`src/rtl/pipeline_sequencer.sv`:
```
// Pipeline stall/flush sequencer: hazard priority (mem-wait > redirect > load-use), boot/halt/dflush FSM, perf counters, watchdog.
// Controls are combinational from state and hazards (0 cycles); counters and watchdog update one cycle later; stalls hold every stage.
module pipeline_sequencer #(
    parameter int CNT_W      = 16,
    parameter int WDOG_LIMIT = 1024
) (
    input  logic             CLK,
    input  logic             nRST,
    input  logic             ihit,
    input  logic             dhit,
    input  logic             dmem_req,
    input  logic             lu_hazard,
    input  logic             redirect_EX,
    input  logic             halt_MEM,
    input  logic             dflush_done,
    output logic             pipeline_ctrl,
    output logic             Write_IF_ID,
    output logic             flush_IF_ID,
    output logic             flush_ID_EX,
    output logic             pc_en,
    output logic             imemREN,
    output logic             dflush_req,
    output logic             halt,
    output logic [CNT_W-1:0] stall_cnt,
    output logic [CNT_W-1:0] bubble_cnt,
    output logic [CNT_W-1:0] flush_cnt,
    output logic             wdog_err
);
    typedef enum logic [1:0] {BOOT, RUN, DRAIN, HALT} state_t;

    localparam int              WD_W   = (WDOG_LIMIT > 0) ? $clog2(WDOG_LIMIT + 1) : 1;
    localparam logic [WD_W-1:0] WD_LIM = WD_W'(WDOG_LIMIT);

    state_t            state_q, state_d;
    logic [CNT_W-1:0]  stall_cnt_q, stall_cnt_d;
    logic [CNT_W-1:0]  bubble_cnt_q, bubble_cnt_d;
    logic [CNT_W-1:0]  flush_cnt_q, flush_cnt_d;
    logic [WD_W-1:0]   wdog_cnt_q, wdog_cnt_d;
    logic              wdog_err_q, wdog_err_d;

    logic run;
    logic adv;
    logic stall;

    assign run   = (state_q == RUN);
    assign adv   = run && ihit && (!dmem_req || dhit);
    assign stall = run && !adv;

    // Redirect outranks load-use: the bubble is subsumed by the flush and PC takes the target.
    assign pipeline_ctrl = adv;
    assign Write_IF_ID   = run && lu_hazard && !redirect_EX;
    assign flush_IF_ID   = adv && redirect_EX;
    assign flush_ID_EX   = adv && (redirect_EX || lu_hazard);
    assign pc_en         = adv && (redirect_EX || !lu_hazard);
    assign imemREN       = run;
    assign dflush_req    = (state_q == DRAIN);
    assign halt          = (state_q == HALT);
    assign stall_cnt     = stall_cnt_q;
    assign bubble_cnt    = bubble_cnt_q;
    assign flush_cnt     = flush_cnt_q;
    assign wdog_err      = wdog_err_q;

    function automatic logic [CNT_W-1:0] sat_inc(input logic [CNT_W-1:0] v);
        return (v == {CNT_W{1'b1}}) ? v : v + 1'b1;
    endfunction

    always_comb begin
        state_d = state_q;
        case (state_q)
            BOOT:    state_d = RUN;
            RUN:     if (adv && halt_MEM) state_d = DRAIN;
            DRAIN:   if (dflush_done) state_d = HALT;
            HALT:    state_d = HALT;
            default: state_d = BOOT;
        endcase
    end

    always_comb begin
        stall_cnt_d  = stall_cnt_q;
        bubble_cnt_d = bubble_cnt_q;
        flush_cnt_d  = flush_cnt_q;
        if (stall)
            stall_cnt_d = sat_inc(stall_cnt_q);
        if (adv && lu_hazard && !redirect_EX)
            bubble_cnt_d = sat_inc(bubble_cnt_q);
        if (adv && redirect_EX)
            flush_cnt_d = sat_inc(flush_cnt_q);
    end

    // Counter clears on any advance or outside RUN; it parks at the limit once reached.
    always_comb begin
        wdog_cnt_d = '0;
        wdog_err_d = wdog_err_q;
        if ((WDOG_LIMIT != 0) && stall) begin
            wdog_cnt_d = (wdog_cnt_q == WD_LIM) ? wdog_cnt_q : wdog_cnt_q + 1'b1;
            if (wdog_cnt_q == WD_LIM - 1'b1)
                wdog_err_d = 1'b1;
        end
    end

    always_ff @(posedge CLK or negedge nRST) begin
        if (!nRST) begin
            state_q      <= BOOT;
            stall_cnt_q  <= '0;
            bubble_cnt_q <= '0;
            flush_cnt_q  <= '0;
            wdog_cnt_q   <= '0;
            wdog_err_q   <= 1'b0;
        end else begin
            state_q      <= state_d;
            stall_cnt_q  <= stall_cnt_d;
            bubble_cnt_q <= bubble_cnt_d;
            flush_cnt_q  <= flush_cnt_d;
            wdog_cnt_q   <= wdog_cnt_d;
            wdog_err_q   <= wdog_err_d;
        end
    end
endmodule

```
`config.mk`:
```
export PLATFORM = sky130hd
export DESIGN_NAME = pipeline_sequencer
export DESIGN_NICKNAME = d
export VERILOG_FILES = /design/src/rtl/pipeline_sequencer.sv
export SDC_FILE = /design/constraint.sdc
export NUM_CORES = 1
export LEC_CHECK = 0
export CAP_MARGIN = 20
export CORE_ASPECT_RATIO = 0.5
export CORE_UTILIZATION = 45
export CTS_CLUSTER_DIAMETER = 80
export DETAILED_ROUTE_END_ITERATION = 16
export HOLD_SLACK_MARGIN = 0.02
export PLACE_DENSITY = 0.71
export SYNTH_ARGS = -nofsm -noshare
export SYNTH_HDL_FRONTEND = slang
export SYNTH_SLANG_ARGS = --single-unit
```
`constraint.sdc`:
```
create_clock -name CLK -period 5.2 [get_ports CLK]
set_clock_uncertainty 0.05 [all_clocks]
set_input_delay 1.56 -clock CLK [delete_from_list [all_inputs] [get_ports CLK]]
set_output_delay 1.56 -clock CLK [all_outputs]
set_load 0.05 [all_outputs]
```
==> results.txt <==
status - complete, no violations
fin cells - 465
worst rel slew slack - 42.5%
layout cells sized above 1 - 13.9%
# resized after CTS - 0
count of different cell masters after synthesis - 55
synthesized area per cell - 11.2 um^2
CP max stage cell - clkdlybuf4s50_1
Peak Freq - 217 MHz
DR vias/cell - 5.57
GRT Util Overall - 20.4%
final wirelength - 7030 um
sequential fraction of the synthesis area - 47.0%
grt ovf - 0
core area - 0.00688 mm^2
FF+latch count, synth - 62
syn nets - 308
worst hold path type - register to register
ANT cells - 0
Max Slew Vio Count - 0
Total Power - 1890 uW
CP bufs+invs - 2
Pre-antenna DRT Iters - 4
largest net degree at the start of global routing - 40
Leak Pwr - 0.00196 uW
CTS sink count - 62
clock-pin transition on the worst setup and hold timing paths - 0.05 ns
startpoint types - primary input
starting density of the core - 47.9%
final cycle utilization of the critical path - 88.4%
GPL Wtd Cong - 0.824
H-tree level count - 3
Initial DRC Count - 120
PwrDens - 426 mW/mm^2
Die Area - 0.00770 mm^2
fin crit period - 4.60 ns
Post-CTS Setup Inserts - 0
fin area - 0.00443 mm^2
Syn Inst Count - 294
hold buffers post-CTS - 0
Rows - 21
Final Hold Fails - 0
Max IR drop VDD - 0.318 mV
commonest non-fill, non-tap cell in the layout - dfrtp_1
port bufs - 65
die height - 62.6 um
die width - 123 um
RSZ-0062 raised after global routing - no
Clock Path Buffers - 2
crit path cell chain - clkdlybuf4s50_1 > nand2b_4 > nand2_1 > nor2_1 > o21a_1 > buf_12
worst slew pin tran - 0.862 ns
critical path's largest stage delay - 0.46 ns
clk_lat worst skew - 0.33 ns
Vias - 2588
initial antenna violation count - 0
delay-heaviest family, CP - buffers and inverters
routed len/inst - 15.1 um
commonest non-fill, non-tap cells in the layout - 62 x dfrtp_1, 59 x clkdlybuf4s50_1, 42 x xor2_1
# IOs - 66
CTS tree - built
hold_ws - 0.410 ns
vias in the first global route - 2482
crit-path max FO - 7
clock root buffer - clkbuf_16
r2r setup slk - 2.93 ns
fillers - 565
Yosys warning count - 0
maxcap violations - 0
DR DRC count - 0
Final setup viols - 0
synthesized cell area - 0.00330 mm^2
Total Neg Setup Slack - 0 ns
Nets - 382
post-placement cell count - 449
hpwl dp - 4910 um
antenna violation net count after detailed routing - 0
dpl cell area - 0.00409 mm^2
area growth from synthesis to layout - 34.4%
Num CTS Buffers - 9
Crit. End Element - primary output
first-pass GRT wire length - 12000 um
WP data arrival - 2.99 ns
CP required - 3.59 ns
critical path class - primary input to primary output
## registers in the layout (all words and copies together) (netlist names)
| register | flops |
|---|---|
| stall_cnt | 16 |
| wdog_cnt_q | 11 |
| wdog_err | 1 |
| flush_cnt | 16 |
| state_q | 2 |
| bubble_cnt | 16 |
## synthesized netlist by cell type (all sizes together)
library cell	instances	area share, %
a2111oi	4	1.9
a211oi	2	0.45
a21o	3	0.68
a21oi	3	0.45
a22oi	1	0.23
a31oi	2	0.38
and2	3	0.57
and3	7	1.3
and3b	1	0.27
and4	4	1.1
and4bb	1	0.38
buf	3	0.64
clkbuf	1	0.11
dfrtp	62	47
ha	5	1.9
inv	5	0.57
mux2	4	1.4
mux2i	1	0.30
nand2	24	2.7
nand2b	3	1.0
nand3	17	3.0
nand4	18	4.2
nand4b	3	0.80
nor2	13	1.6
nor2b	3	0.57
nor3	16	2.9
nor3b	3	0.83
nor4	15	5.2
nor4b	5	1.9
o21a	3	0.68
o21ai	3	0.45
o311a	1	0.30
or2	3	0.64
or3	1	0.19
or4	1	0.23
xnor2	8	2.1
xor2	42	11
## through the flow
step                      util (%)  setup slack, ns
final                         64.4            0.601
after global routing          64.4            0.512
after CTS                     64.4            0.574
after detailed placement      59.4            0.596
after global placement        59.4            0.629
after floorplan                  -            0.512
## cell families (layout without fill, tap and decap cells)
logic type	count (synthesis)	count (layout)	share of synthesized area (%)
AND/OR/NAND/NOR	141	141	29.3
flip-flops	62	62	47.0
XOR/XNOR	50	50	13.3
AO/OA/AOI/OAI	22	22	5.50
buffers and inverters	9	88	1.33
adder cells (fa/ha/maj)	5	5	1.90
multiplexers	5	5	1.67
## report_power, final
group,internal (uW),switching [uW]
Sequential,545,91.7
Combinational,195,367
Clock,469,221
Total,1210,680
## worst paths after layout
kind | start | endpoint | depth (start not counted)
setup / recovery | dhit | flush_ID_EX | 6
hold / removal | wdog_err | wdog_err | 1
setup reg to reg | flush_cnt[0] | flush_cnt[1] | 5
hold reg to reg | wdog_err | wdog_err | 1
max in group asynchronous | nRST | bubble_cnt[8] | 2
min in group asynchronous | nRST | stall_cnt[1] | 1
## metal layers
metal	wire [um]	track usage [%]	vias to the layer above	part of all wire [%]
li1	-	-	1224	-
met1	3210	25.9	1296	46
met2	3420	32.7	61	49
met3	355	8.30	7	5.0
met4	56	4.52	0	0.80
met5	0	0	-	0
## cell type report
| cell class | count | area [um^2] | share of cell area, % |
|---|---|---|---|
| Timing Repair Buffer | 67 | 698 | 15.7 |
| Clock buffer | 9 | 225 | 5.08 |
| Tap cell | 92 | 115 | 2.60 |
| Inverter | 5 | 18.8 | 0.423 |
| Sequential cell | 62 | 1550 | 35.0 |
| Multi-Input combinational cell | 223 | 1700 | 38.4 |
| Clock inverter | 7 | 121 | 2.74 |
(Power assumes the default switching activity.)
